$ cat src/rtl/iec_bus_hub.sv
// IEC serial-bus hub: wired-AND merge of host and drive contributions, shared
// synchroniser/deglitch filter, bus-idle detector and PHI2 enable generator.
module iec_bus_hub #(
  parameter int NDEV     = 2,
  parameter int FILT_LEN = 2,
  parameter int CLK_DIV  = 32,
  parameter int IDLE_CYC = 256
) (
  input  logic            clk32,
  input  logic            reset,
  input  logic            host_atn_out,
  input  logic            host_clk_out,
  input  logic            host_data_out,
  output logic            host_atn_in,
  output logic            host_clk_in,
  output logic            host_data_in,
  input  logic [NDEV-1:0] dev_en,
  input  logic [NDEV-1:0] dev_clk_out,
  input  logic [NDEV-1:0] dev_data_out,
  input  logic [NDEV-1:0] dev_atna,
  output logic            bus_atn,
  output logic            bus_clk,
  output logic            bus_data,
  output logic            atn_fall,
  output logic            bus_idle,
  output logic            p2_rise,
  output logic            p2_fall
);

  localparam logic [3:0]  FILT_MAX = 4'(FILT_LEN - 1);
  localparam logic [15:0] IDLE_MAX = 16'(IDLE_CYC);
  localparam logic [5:0]  DIV_MAX  = 6'(CLK_DIV - 1);
  localparam logic [5:0]  DIV_HALF = 6'(CLK_DIV / 2);

  // Line vectors are ordered {atn, clk, data}.
  logic [2:0]      raw;
  logic [2:0]      s1;
  logic [2:0]      s2;
  logic [2:0]      filt;
  logic [2:0]      filt_next;
  logic [2:0][3:0] cnt;
  logic [2:0][3:0] cnt_next;
  logic [15:0]     idle_cnt;
  logic [5:0]      div;
  logic            atn_s;

  logic [NDEV-1:0] dev_clk_eff;
  logic [NDEV-1:0] dev_data_eff;

  assign atn_s = s2[2];

  // A drive acks ATN by pulling DATA whenever its atna bit equals the synchronised ATN level.
  always_comb begin
    dev_clk_eff  = ~dev_en | dev_clk_out | {NDEV{reset}};
    dev_data_eff = ~dev_en | (dev_data_out & ~(dev_atna ^ {NDEV{~atn_s}})) | {NDEV{reset}};
  end

  assign host_atn_in  = host_atn_out;
  assign host_clk_in  = host_clk_out & (&dev_clk_eff);
  assign host_data_in = host_data_out & (&dev_data_eff);
  assign raw          = {host_atn_in, host_clk_in, host_data_in};

  always_ff @(posedge clk32 or posedge reset) begin
    if (reset) begin
      s1 <= '1;
      s2 <= '1;
    end else begin
      s1 <= raw;
      s2 <= s1;
    end
  end

  always_comb begin
    filt_next = filt;
    cnt_next  = '0;
    for (int unsigned i = 0; i < 3; i++) begin
      if (s2[i] != filt[i]) begin
        if (cnt[i] == FILT_MAX) begin
          filt_next[i] = s2[i];
        end else begin
          cnt_next[i] = cnt[i] + 4'd1;
        end
      end
    end
  end

  always_ff @(posedge clk32 or posedge reset) begin
    if (reset) begin
      filt     <= '1;
      cnt      <= '0;
      atn_fall <= 1'b0;
    end else begin
      filt     <= filt_next;
      cnt      <= cnt_next;
      atn_fall <= filt[2] & ~filt_next[2];
    end
  end

  always_ff @(posedge clk32 or posedge reset) begin
    if (reset) begin
      idle_cnt <= '0;
    end else if (filt != 3'b111) begin
      idle_cnt <= '0;
    end else if (idle_cnt != IDLE_MAX) begin
      idle_cnt <= idle_cnt + 16'd1;
    end
  end

  always_ff @(posedge clk32 or posedge reset) begin
    if (reset) begin
      div     <= '0;
      p2_rise <= 1'b0;
      p2_fall <= 1'b0;
    end else begin
      div     <= (div == DIV_MAX) ? '0 : div + 6'd1;
      p2_rise <= (div == '0);
      p2_fall <= (div == DIV_HALF);
    end
  end

  assign bus_atn  = filt[2];
  assign bus_clk  = filt[1];
  assign bus_data = filt[0];
  assign bus_idle = (idle_cnt == IDLE_MAX);

endmodule
$ cat config.mk
export PLATFORM = sky130hd
export DESIGN_NAME = iec_bus_hub
export DESIGN_NICKNAME = d
export VERILOG_FILES = /design/src/rtl/iec_bus_hub.sv
export SDC_FILE = /design/constraint.sdc
export NUM_CORES = 1
export LEC_CHECK = 0
export CORE_UTILIZATION = 35
export CTS_BUF_LIST = sky130_fd_sc_hd__clkbuf_4 sky130_fd_sc_hd__clkbuf_8 sky130_fd_sc_hd__clkbuf_16
export CTS_CLUSTER_DIAMETER = 100
export DETAILED_ROUTE_END_ITERATION = 7
export PLACE_DENSITY_LB_ADDON = 0.1
export SLEW_MARGIN = 15
export SYNTH_ARGS = -nofsm -noshare
export SYNTH_HDL_FRONTEND = slang
export SYNTH_SLANG_ARGS = --single-unit
$ cat constraint.sdc
create_clock -name clk32 -period 4.8 [get_ports clk32]
set_input_delay 0.96 -clock clk32 [delete_from_list [all_inputs] [get_ports clk32]]
set_output_delay 0.96 -clock clk32 [all_outputs]
set_load 0.005 [all_outputs]
# Word level (Yosys, flattened, before mapping)
# Index checks and enable logic that the tools add are counted.
[op_classes] addsub=5 n_eq_ne=11 muxes=11 bitwise_logic=13 reduce_logical=6
[ops] op="two-way mux 16 bit" n=2
[ops] op="two-way mux 4 bit" n=6
[ops] op="adder 16 x 1 -> 16 bit (second input constant)" n=1
[ops] op="equality test 16 x 9 -> 1 bit (second input constant)" n=1
[ops] op="!= test 16 x 9 -> 1 bit (second input constant)" n=1
[ops] op="adder 4 x 1 -> 4 bit (second input constant)" n=3
[ops] op="equality test 4 x 1 -> 1 bit (second input constant)" n=3
[ops] op="equality test 6 x 5 -> 1 bit (second input constant)" n=2
[ops] op="bitwise OR 2 bit" n=4
[ops] op="AND reduction 2 bit" n=4
[ops] op="adder 6 x 1 -> 6 bit (second input constant)" n=1
[ops] op="logical NOT 6 bit" n=1
[ops] op="two-way mux 6 bit" n=1
[ops] op="NOT 2 bit" n=2
[ops] op="bitwise AND 1 bit" n=3
[ops] op="!= test 1 bit" n=3
[ops] op="!= test 3 bit (second input constant)" n=1
[ops] op="bitwise AND 2 bit" n=1
[ops] op="two-way mux 1 bit" n=2
[ops] op="NOT 1 bit" n=2
[ops] op="nonzero test 2 bit" n=1
[ops] op="XOR 2 bit" n=1
[word_totals] reg_bits=46 input_bits=13 elab_cells=59

# Logic depth before layout (Yosys ltp)
# Gate-level depths: netlist (run 1).
[depth] word_depth=8 mapped_depth=6 mapped_depth_nobuf=6

# Least setup slack after synthesis (run 1)
# OpenSTA, ideal clock, no wires.
[synth_path] kind="input port to output port" startpoint="input port reset" endpoint="output port host_clk_in" arrival_ns=2.240 required_ns=3.840 path_slack_ns=1.600 stages=2 n_path_buf=0 cell_sequence="inv_1 > a21boi_0"
[synth_between] elab_chain_len=3
[synth_rtl] item="from (decl)" line="10" rtl="input logic reset,"
[synth_rtl] item="bitwise OR 2 bit" line="54" rtl="dev_clk_eff = ~dev_en | dev_clk_out | {NDEV{reset}};"
[synth_rtl] item="AND reduction 2 bit" line="59" rtl="assign host_clk_in = host_clk_out & (&dev_clk_eff);"
[synth_rtl] item="bitwise AND 1 bit" line="59"
[synth_rtl] item="to (decl)" line="15" rtl="output logic host_clk_in,"
# Every way passes these cells.

# Worst setup path after layout (run 1)
[layout_path] startpoint="input port dev_atna[0]" endpoint="output port host_data_in"
[layout_between] elab_chain_len=7
[layout_rtl] item="from (decl)" line="20" rtl="input logic [NDEV-1:0] dev_atna,"
[layout_rtl] item="XOR 2 bit" line="55" rtl="dev_data_eff = ~dev_en | (dev_data_out & ~(dev_atna ^ {NDEV{~atn_s}})) | {NDEV{reset}};"
[layout_rtl] item="NOT 2 bit" line="55"
[layout_rtl] item="bitwise AND 2 bit" line="55"
[layout_rtl] item="bitwise OR 2 bit (2 in series)" line="55"
[layout_rtl] item="AND reduction 2 bit" line="60" rtl="assign host_data_in = host_data_out & (&dev_data_eff);"
[layout_rtl] item="bitwise AND 1 bit" line="60"
[layout_rtl] item="to (decl)" line="16" rtl="output logic host_data_in,"
# Every way passes these cells.

==> flow_results.org, run 1 <==
** STA
- The final number of max-transition violations is 0.
- The final number of hold-violating endpoints came to 0.
- Worst Skew :: 6.40 ps
- Setup repair after global routing left no endpoint under its margin.
- The worst path uses 72.5% of the clock period.
- Setup violations remaining at the end of the flow were counted as 0.
- Counting I/O delays and the setup requirement, the final critical path takes 3480 ps.
- Fmax :: 287 MHz
- Setup_tns :: 0 ps
- At the pin with the least slew margin, the transition time is 630 ps.
- Setup slack on the critical path of the routed design comes to 1320 ps.
- Headroom to the max-slew limit :: 57.9%

** Logic synthesis
- Post-synthesis net count :: 218
- Share of Yosys cell area claimed by the top area cell type :: 43.6%
- Sequential-to-total area share from yosys stat :: 54.8%
- Synth cell types :: 36
- Flip-flop and latch count after synthesis :: 46
- Area share of and/or/nand/nor cells after synthesis :: 20.8%
- Ys Warns :: 0
- Xor/xnor share of the synthesized area :: 10.7%
- Post-Synthesis Cells :: 197
- Averaged over all synthesized cells, the footprint is 10.8 um^2.
- By area, the combinational part of the netlist is dominated by simple AND/OR/NAND/NOR gates.
- By count the netlist is led by 37 x dfrtp_1, 29 x nor2_1, 15 x xnor2_1, 14 x inv_1, 12 x nand2_1.
- Compound-Gate Fraction of Synth Area :: 4.19%
- Among all flip-flop cells after synthesis, the most frequent one is dfrtp_1.
- After synthesis, the share of cell area in mux cells is 1.59%.
- The largest total area in the synthesized netlist belongs to dfrtp_1.
- Cell with the most instances after synthesis :: dfrtp_1
- In the synthesized netlist the async set-or-reset flop fraction comes to 100%.
- Sorting the synthesized cells by area gives the leading types as dfrtp_1 44%, dfstp_2 11%, xnor2_1 6.2%.
- Adder-Cell Fraction of Synth Area :: 4.72%
- After synthesis the cells add up to 0.00212 mm^2.
- The synthesized design contains 0 enable-type register cells.

** Setup path
- Worst EP required :: 3840 ps
- Stages on the worst setup path :: 6
- The worst register-to-register path begins at idle_cnt[0].
- Together, buffers and inverters on the worst path number 2.
- Across all register-to-register paths, the minimum setup slack is 3190 ps.
- Among the stages of the critical path, the cell type that occurs most often is clkdlybuf4s50_1.
- Crit-path max cell delay :: 500 ps
- Crit path max-delay family :: buffers and inverters
- Type of element launching the critical path :: input pin
- Along the worst path, the maximum fanout reaches 2.
- R2R Path End :: idle_cnt[14]
- The critical path is of the input pin to output pin type.
- At the worst endpoint, the arrival time is 2520 ps.
- CP max-delay cell :: clkdlybuf4s50_1
- The worst register-to-register path has a depth of 5.
- Worst path cell trace :: clkdlybuf4s50_1 > xor2_1 > nand2_1 > a22oi_1 > o21a_1 > clkdlybuf4s50_1
- The worst setup path is captured at an output pin.

** Final layout
- Final Cell Area :: 0.00253 mm^2
- # nets final :: 245
- Fillers :: 553
- Of the cells placed in the final design, the portion with a size suffix greater than 1 is 12.0%.
- Final non-filler cell total :: 297
- Layout overhead on the synthesized area :: 19.4%
- Number of antenna cells inserted :: 0

** Global routing
- The number of global-route vias before repair is 1533.
- Final global-route overflow total :: 0
- Overall track demand over capacity in global routing :: 13.9%
- Maximum number of pins on one net before global-route repair :: 47
- The number of antenna violations at the first check in global routing was 0.
- Global-route wire length before repair :: 6750 um

** Pwr
- Worst ir drop on vdd :: 0.166 mV
- Leakage power summed over all cells :: 0.00106 uW
- Power Density :: 371 mW/mm^2

** Clock tree
- Number of buffers inserted during clock tree synthesis :: 5
- Hold repair after CTS inserted 0 buffers.
- Cells resized by post-CTS repair :: 0
- Master cell of the clock root buffer :: clkbuf_8
- The clock passes through at most 2 buffers.
- CTS sink cnt :: 46
- CTS built an H-tree with a depth of 2.
- Once the clock tree was built, the setup fixing pass inserted 0 buffers.
- TritonCTS built the clock tree.
- CTS clock-pin slew for the worst setup and hold paths :: 80 ps
- The later pin in the worst-skew pair is clocked with a latency of 290 ps.

** Routing
- Using the TritonRoute via totals, the vias-per-cell ratio works out to 4.98.
- The detailed router placed 1478 vias in this run.
- In this run the remaining antenna-violating nets after routing total 0.
- Detailed routing placed a total of 157 um of wire on met3.
- DR DRC count :: 0
- Post-Route WL :: 3790 um
- After detailed routing, the average wire length per cell comes to 12.8 um.
- Highest routed layer :: met4
- For this block, the initial DRC count from the detailed router was 63.
- The routed design uses 1960 um of met2 wire.
- Count of TritonRoute iterations in the first routing pass :: 4
- Routed length on met1 :: 1650 um

** Floorplanning
- In this run the horizontal extent of the chip is 79.9 um.
- The floorplan has 27 rows.
- Ports :: 23
- The die covers 0.00638 mm^2.
- For this configuration, the core starts out at a cell density of 37.4%.
- In this run the vertical extent of the chip is 79.9 um.
- Core region area :: 0.00568 mm^2

** Place
- Detail Placement HPWL :: 2680 um
- In this run the cell area measured after placement is 0.00242 mm^2.
- RePlAce Congestion :: 0.770
- Buffers placed on the I/O ports in this run total 22.
- In this run, placement finished with an instance count of 289.
- Post-placement worst setup slack :: 1310 ps

** Flow run
- The tool flagged a number of max-cap violations equal to 0.

** Min path
- For hold timing, the worst endpoint is s2[2].
- Hold wc startpoint :: s1[2]
- Hold path cells :: 0
- In this run the worst hold path is classified as flop to flop.

** Run status
- Run status :: finished clean
how the worst max path moves through the flow:
stage / from / to / slack, ps
2_1_floorplan: reset / host_clk_in / 1600
3_3_place_gp: dev_atna[0] / host_data_in / 1390
3_5_place_dp: dev_atna[0] / host_data_in / 1310
4_1_cts: dev_atna[0] / host_data_in / 1300
5_1_grt: dev_atna[0] / host_data_in / 1220
6_report: dev_atna[0] / host_data_in / 1320
where the power goes:
group | switching, uW | total (uW) | internal [uW]
sequential | 43.6 | 484 | 441
combinational | 83.8 | 176 | 92.1
clock | 127 | 280 | 153
routing by layer:
| metal | vias up | track usage, % |
|---|---|---|
| li1 | 714 | - |
| met1 | 730 | 16.4 |
| met2 | 30 | 23.4 |
| met3 | 4 | 4.00 |
| met4 | 0 | 6.25 |
| met5 | - | 0 |
through the flow:
step / util [%] / hold slack (ps) / power (uW)
detailed placement: 42.7 / 347 / 672
finish: 44.6 / 359 / 940
global route: 44.6 / 365 / 1000
CTS: 44.6 / 359 / 958
floorplan: - / 345 / 595
global placement: 42.7 / 346 / 661
flip-flops by register name, summed over array words and instances (netlist names):
name	cells
atn_fall	1
cnt	12
div	6
filt	3
idle_cnt	16
p2_fall	1
p2_rise	1
s1	3
s2	3
placed cells by master (no fill, tap or decap), drive strengths merged, types with 4 or more instances in the layout:
master and count:
clkbuf 5, clkdlybuf4s50 22, dfrtp 37, dfstp 9, ha 8, inv 13, nand2 12, nand3 11
nand4 6, nor2 29, nor3 6, nor4 6, o21ai 4, xnor2 15, xor2 11
cell families (layout without fill, tap and decap cells):
kind of cell | after synthesis | in the layout
mux | 3 | 3
compound gates | 14 | 14
xor+xnor | 26 | 26
buf+inv | 17 | 45
flops | 46 | 46
simple gates | 83 | 83
fa+ha+maj | 8 | 8
cell type report:
class                           instances  area [um^2]  share of cell area [%]
Timing Repair Buffer                   23          228                    8.99
Inverter                               14         52.6                    2.07
Tap cell                               72         90.1                    3.56
Multi-Input combinational cell        134          892                    35.2
Clock inverter                          3         40.0                    1.58
Sequential cell                        46         1160                    45.9
Clock buffer                            5         68.8                    2.72
Note: power is estimated with default switching activity, not from simulation.
==> run 2, diff against run 1 <==
==> constraint.sdc (replaced) <==
create_clock -name clk32 -period 3.3 [get_ports clk32]
set_input_delay 0.66 -clock clk32 [delete_from_list [all_inputs] [get_ports clk32]]
set_output_delay 0.66 -clock clk32 [all_outputs]
set_load 0.005 [all_outputs]
==> run 2 against run 1 <==
Effect of this change:
- final area up 0.20%
- combinational power rose by 44%
- non-clock buffer count unchanged
- setup slack worse by 860 ps
- wire length is 4.7% lower
- largest cell class unchanged
==> flow_results.org, run 2 (same netlist as run 1, synthesis figures left out) <==
** Setup path
- Kind of end point of the critical path :: output pin
- Data arrival time of the critical path :: 2180 ps
- Among all stages on the critical path, the largest delay is contributed by clkdlybuf4s50_1.
- The critical path is of the input pin to output pin type.
- Biggest fanout along the worst timing path :: 2
- Slack of the worst reg-to-reg path :: 1670 ps
- At the worst endpoint, the required time is 2640 ps.
- The worst setup path is launched from an input pin.
- R2R Path End :: idle_cnt[14]
- Worst path most repeated cell :: clkdlybuf4s50_1
- Crit-path max cell delay :: 510 ps
- Counting cells, the worst reg-to-reg path comes to 5.
- The critical path goes through clkdlybuf4s50_1 > xor2_1 > nand2_1 > a22oi_1 > o21a_1 > clkdlybuf4s50_1.
- Counting both buffers and inverters, the worst setup path holds a total of 2.
- The startpoint identified for the worst register-to-register timing path is idle_cnt[0].
- On the critical path the largest part of the delay comes from buffers and inverters.

** Clock tree
- No sink is reached through more buffers than the 2 on the longest clock path.
- Post-CTS Repair Setup Buffers :: 0
- The number of clock buffers added by TritonCTS is 5.
- Total number of H-tree levels :: 2
- Cells resized by post-CTS repair :: 0
- In this run, post-CTS hold repair placed 0 buffers.
- Clock tree synthesis found a total of 46 sinks.
- Clock latency on the worst-skew pair :: 290 ps
- CTS clock-pin slew for the worst setup and hold paths :: 80 ps
- Clock tree from TritonCTS :: built
- Master cell of the clock root buffer :: clkbuf_8

** STA
- Setup repair after global routing left no endpoint under its margin.
- Dividing the final minimum period by the clock period gives 86.1%.
- Fin. Hold Viols :: 0
- Setup violations remaining at the end of the flow were counted as 0.
- Setup_tns :: 0 ps
- Final worst path period need :: 2840 ps
- The final number of max-transition violations is 0.
- Final WS setup :: 458 ps
- For this run, the top clock speed supported by timing is 352 MHz.
- The worst pin sits at a relative slew slack of 59.5%.
- Measured slew at the worst slew-check pin :: 606 ps
- For the final database, setup skew stands at 1.48 ps.

** Floorplanning
- In this run the horizontal extent of the chip is 79.9 um.
- Die H :: 79.9 um
- Core region area :: 0.00568 mm^2
- Ports :: 23
- The die covers 0.00638 mm^2.
- Starting density of the core :: 37.4%
- Standard-cell rows :: 27

** Global routing
- Final global-route overflow total :: 0
- For this run, the total global-route usage over all layers was measured as 13.3%.
- The first global-routing pass estimated 6460 um of wire.
- Number of antenna violations at the first check in global routing :: 0
- Maximum number of pins on one net before global-route repair :: 47
- The number of global-route vias before repair came to 1503.

** Final layout
- The top cell types in the final layout, fill and taps aside, are 37 x dfrtp_1, 29 x nor2_1, 22 x clkdlybuf4s50_1.
- The largest registers in the layout are idle_cnt x16, cnt x12, div x6.
- The register with the most flip-flops in the layout has 16 of them.
- The repair_antennas step left the layout with diodes totalling 0.
- Fraction of layout cells with a size suffix above 1 :: 12.0%
- After filler insertion, the fill cell instance count of the layout stands at 553.
- Leading cell type in the layout, fill and taps excluded :: dfrtp_1
- In the final design database the tool counted 245 nets.
- Register containing the most flip-flops in the final layout :: idle_cnt
- Layout overhead on the synthesized area :: 19.6%

** Pwr
- The internal power of the cells totals 1010 uW.
- Sequential Power Share :: 51.2%
- Leakage power summed over all cells :: 0.00105 uW
- The worst-case IR drop observed on VDD is 0.248 mV.
- Portion of total power attributed to the clock network :: 30.4%
- Net switching fraction of the power :: 26.8%
- Power Density :: 543 mW/mm^2
- The share of total power dissipated in combinational logic is 18.4%.
- Switching power total :: 370 uW

** Min path
- In this run the worst hold path is classified as flop to flop.
- Hold path cells :: 0
- Hold wc startpoint :: s1[2]
- Worst hold endpoint :: s2[2]

** Place
- Detailed placement finished with a half-perimeter wire length of 2570 um.
- RePlAce Congestion :: 0.765
- Port buffering added 22 buffers.
- Timing analysis after detailed placement gives a worst setup slack of 452 ps.

** Routing
- Using the TritonRoute via totals, the vias-per-cell ratio works out to 4.89.
- The first routing iteration left 33 violations.
- Summing over every cut layer, the via total after detailed routing is 1453.
- For this run, design rule violations remaining after detail routing come to 0.
- After detailed routing, the average wire length per cell comes to 12.2 um.
- The first detailed-routing pass ran for 4 iterations.
- After detailed routing, the total wire length is 3610 um.
- In this run the remaining antenna-violating nets after routing total 0.

** Flow run
- Max-cap violations in this run came to 0.

** Run status
- Run status :: finished clean
-- run 2: cell count changes in the layout (fill, tap and decap cells not counted) --
cell	change
clkinv_2	-2
clkbuf_4	+1
clkinvlp_4	+1
-- run 2: power by group through the flow --
stage                     combinational [uW]  clock [uW]  sequential (uW)
final                                    253         420              706
after global placement                   247           0              712
after floorplan                          162           0              703
after detailed placement                 260           0              718
after CTS                                262         433              708
after global routing                     297         460              720
-- run 2: worst register-to-register path, delay by kind of cell, from the launching register on --
kind | cells | cell delay, ps
AND/OR/NAND/NOR | 3 | 640
adder cells (fa/ha/maj) | 1 | 260
flip-flops | 1 | 440
XOR/XNOR | 1 | 160
-- run 2: how the worst max path moves through the flow --
stage,slack [ps],to,start,cells after the start
after floorplan,700,host_clk_in,reset,2
after global placement,490,host_data_in,dev_atna[0],6
after detailed placement,450,host_data_in,dev_atna[1],6
after CTS,440,host_data_in,dev_atna[1],6
after global routing,390,host_data_in,dev_atna[1],6
final,460,host_data_in,dev_atna[0],6
-- run 2: per-layer routing --
layer  vias to the layer above  track usage, %  part of all wire, %
li1                        712               -                    -
met1                       710            14.9                   43
met2                        25            24.0                   52
met3                         6            3.43                  3.7
met4                         0            4.82                  1.5
met5                         -               0                    0
-- run 2: final cells by class --
class / count / area, um^2 / share of cell area [%]
clock buffers: 6 / 76.3 / 3.01
clock inverters: 2 / 37.5 / 1.48
inverters: 14 / 52.6 / 2.07
multi-input cells: 134 / 892 / 35.1
flip-flops and latches: 46 / 1160 / 45.8
well taps: 72 / 90.1 / 3.55
repair buffers: 23 / 228 / 8.97
-- run 2: through the flow --
stage / cells / instance area, um^2 / utilization [%] / total power, uW / hold WS [ps]
3_3_place_gp: 289 / 2420 / 42.7 / 959 / 346
6_report: 297 / 2540 / 44.7 / 1380 / 359
3_5_place_dp: 289 / 2420 / 42.7 / 978 / 347
4_1_cts: 297 / 2540 / 44.7 / 1400 / 360
5_1_grt: 297 / 2540 / 44.7 / 1480 / 367
2_1_floorplan: 197 / 2120 / - / 865 / 345
==> run 3, diff against run 2 <==
--- a/config.mk
+++ b/config.mk
@@ -6,7 +6,6 @@
 export NUM_CORES = 1
 export LEC_CHECK = 0
 export CORE_UTILIZATION = 35
-export CTS_BUF_LIST = sky130_fd_sc_hd__clkbuf_4 sky130_fd_sc_hd__clkbuf_8 sky130_fd_sc_hd__clkbuf_16
 export CTS_CLUSTER_DIAMETER = 100
 export DETAILED_ROUTE_END_ITERATION = 7
 export PLACE_DENSITY_LB_ADDON = 0.1
==> run 3 against run 2 <==
Effect of this change:
- final cell count unchanged
- combinational power hardly changed
- utilization down 0.066 points
- die area did not move
- first-iteration DRC count unchanged
- critical path depth unchanged
- register-to-register slack about the same
- count of clock-buffer cells in the layout is the same
- via count is the same
- total power shrank 0.60%
- non-clock buffer count did not move
- largest cell class unchanged
- highest routed layer unchanged
==> flow_results.org, run 3 (same netlist as run 1, synthesis figures left out) <==
** Run status
- The run finished with clean final reports.

** Clock tree
- The later pin in the worst-skew pair is clocked with a latency of 290 ps.
- The number of gates resized after CTS was 0.
- Cts-stage hold buffer count :: 0
- Buffers added to address setup during post-CTS repair amount to 0.
- Master cell of the clock root buffer :: clkbuf_8
- TritonCTS built the clock tree.
- CTS clock-pin slew for the worst setup and hold paths :: 80 ps
- CTS sink cnt :: 46
- Clock tree synthesis inserted a total of 5 buffers.
- Total number of H-tree levels :: 2
- The clock passes through at most 2 buffers.

** STA
- Unrepaired setup endpoints after global routing :: no
- The final number of max-transition violations was 0.
- Setup violations remaining at the end of the flow were counted as 0.
- Final worst path period need :: 2840 ps
- Headroom to the max-slew limit :: 59.5%
- Measured slew at the worst slew-check pin :: 606 ps
- Worst Skew :: 1.58 ps
- Setup_tns :: 0 ps
- Fmax :: 352 MHz
- Fin. Hold Viols :: 0
- Part of the cycle the worst path needs :: 86.1%

** Final layout
- # nets final :: 245
- Flip-flop count of the largest register, all copies and words added :: 16
- In the final layout, the multi-input gates occupy 892 um^2.
- Post-Route Utilization :: 44.7%
- Number of antenna cells inserted :: 0
- The library cell used most frequently in the layout, excluding fill and tap cells, is dfrtp_1.
- From synthesis to final layout, the design area changed by 19.5%.
- The largest registers in the layout are idle_cnt x16, cnt x12, div x6.
- Ranked by flip-flop count, first place goes to idle_cnt.
- In the final layout, the share of cells above drive strength 1 is 11.6%.
- Across the whole layout, storage elements account for 0.00116 mm^2.
- After filler insertion, the fill cell instance count of the layout stands at 552.
- Top library cells by usage in the layout, fill and taps aside :: 37 x dfrtp_1, 29 x nor2_1, 22 x clkdlybuf4s50_1

** Routing
- After detailed routing, the number of remaining DRC violations is 0.
- In the routed layout, each cell is associated on average with a via count of 4.89.
- Routed wirelength normalized by instance count :: 12.2 um
- Number of vias in the routed layout :: 1453
- The first detailed-routing pass took 4 iterations.
- The detailed router finished its first iteration with 33 violations.
- The routed design has 3610 um of wire.
- Antenna-violating nets left :: 0

** Setup path
- Depth of the most critical reg-to-reg path :: 5
- Origin of the critical flop-to-flop path :: idle_cnt[0]
- Slack of the worst reg-to-reg path :: 1670 ps
- STA classifies the critical path startpoint as an input pin.
- Kind of end point of the critical path :: output pin
- Path type of the worst setup path :: input pin to output pin
- Traced cell by cell, the critical path runs through clkdlybuf4s50_1 > xor2_1 > nand2_1 > a22oi_1 > o21a_1 > clkdlybuf4s50_1.
- STA puts the critical path data arrival time at 2180 ps.
- At the worst endpoint, the required time is 2640 ps.
- Endpoint of the worst setup timing path :: host_data_in
- R2R Path End :: idle_cnt[14]
- Biggest fanout along the worst timing path :: 2
- In this design, the critical path's most frequently occurring cell is clkdlybuf4s50_1.
- For this design, the slowest cell found on the critical path is clkdlybuf4s50_1.
- For this run, the slowest stage of the critical path takes 510 ps.
- Crit path from :: dev_atna[0]

** Min path
- Hold path cells :: 0
- The min-delay analysis places its worst path in the category flop to flop.

** Global routing
- Number of antenna violations at the first check in global routing :: 0
- Final global-route overflow total :: 0
- The number of global-route vias before repair came to 1503.
- Entering global routing, the biggest net connects 47 pins.
- Overall track demand over capacity in global routing :: 13.3%
- The first global-routing pass estimated 6460 um of wire.

** Pwr
- For this design the static power due to leakage is 0.00105 uW.
- Across the VDD grid, the largest voltage drop is 0.248 mV.
- Power spread over the standard cell area amounts to 541 mW/mm^2.

** Floorplanning
- Measured along the x axis, the die boundary spans 79.9 um.
- Core region area :: 0.00568 mm^2
- The floorplan step defined a die boundary enclosing 0.00638 mm^2.
- In this run the vertical extent of the chip is 79.9 um.
- Starting density of the core :: 37.4%
- Standard-cell rows :: 27
- During I/O placement, the number of pins put on the boundary was 23.

** Place
- At the end of routability-driven placement, the weighted congestion stood at 0.765.
- Summed over all nets, the half-perimeter wirelength after detailed placement is 2570 um.
- IO Port Bufs :: 22

** Flow run
- Maximum capacitance violations :: 0
run 3: layout make-up:
class                   instances  area share, %
repair buffers                 23           8.98
multi-input cells             134           35.2
flip-flops and latches         46           45.9
clock buffers                   6           2.86
inverters                      14           2.07
clock inverters                 2           1.48
well taps                      72           3.55
run 3: metrics by stage:
step / hold WS (ps) / power, uW / setup WS [ps] / std cells / cell area (um^2)
final: 359 / 1370 / 458 / 297 / 2530
after global routing: 367 / 1470 / 386 / 297 / 2530
after CTS: 360 / 1390 / 443 / 297 / 2530
after detailed placement: 347 / 978 / 452 / 289 / 2420
after global placement: 346 / 959 / 488 / 289 / 2420
after floorplan: 345 / 865 / 700 / 197 / 2120
run 3: worst min-delay path by stage:
stage | from | end
6_report | s1[2] | s2[2]
5_1_grt | s1[2] | s2[2]
4_1_cts | s1[2] | s2[2]
3_5_place_dp | s1[2] | s2[2]
3_3_place_gp | s1[2] | s2[2]
2_1_floorplan | s1[0] | s2[0]
run 3: worst max-delay path: cells and delay by family:
family / cells / cell delay [ps]
buffers and inverters: 2 / 980
AO/OA/AOI/OAI: 2 / 330
XOR/XNOR: 1 / 150
AND/OR/NAND/NOR: 1 / 70
run 3: metal layers:
metal	part of all wire [%]	up-vias	global-route usage, %	routed length, um
met5	0	-	0	0
li1	-	712	-	-
met3	3.7	6	3.43	135
met2	52	25	24.0	1880
met4	1.5	0	4.82	53
met1	43	710	14.9	1550
run 3: power by group:
| group | leakage, uW | internal (uW) | switching [uW] |
|---|---|---|---|
| Combinational | 0.000407 | 134 | 119 |
| Sequential | 0.000592 | 641 | 65.0 |
| Clock | 0.0000514 | 226 | 186 |
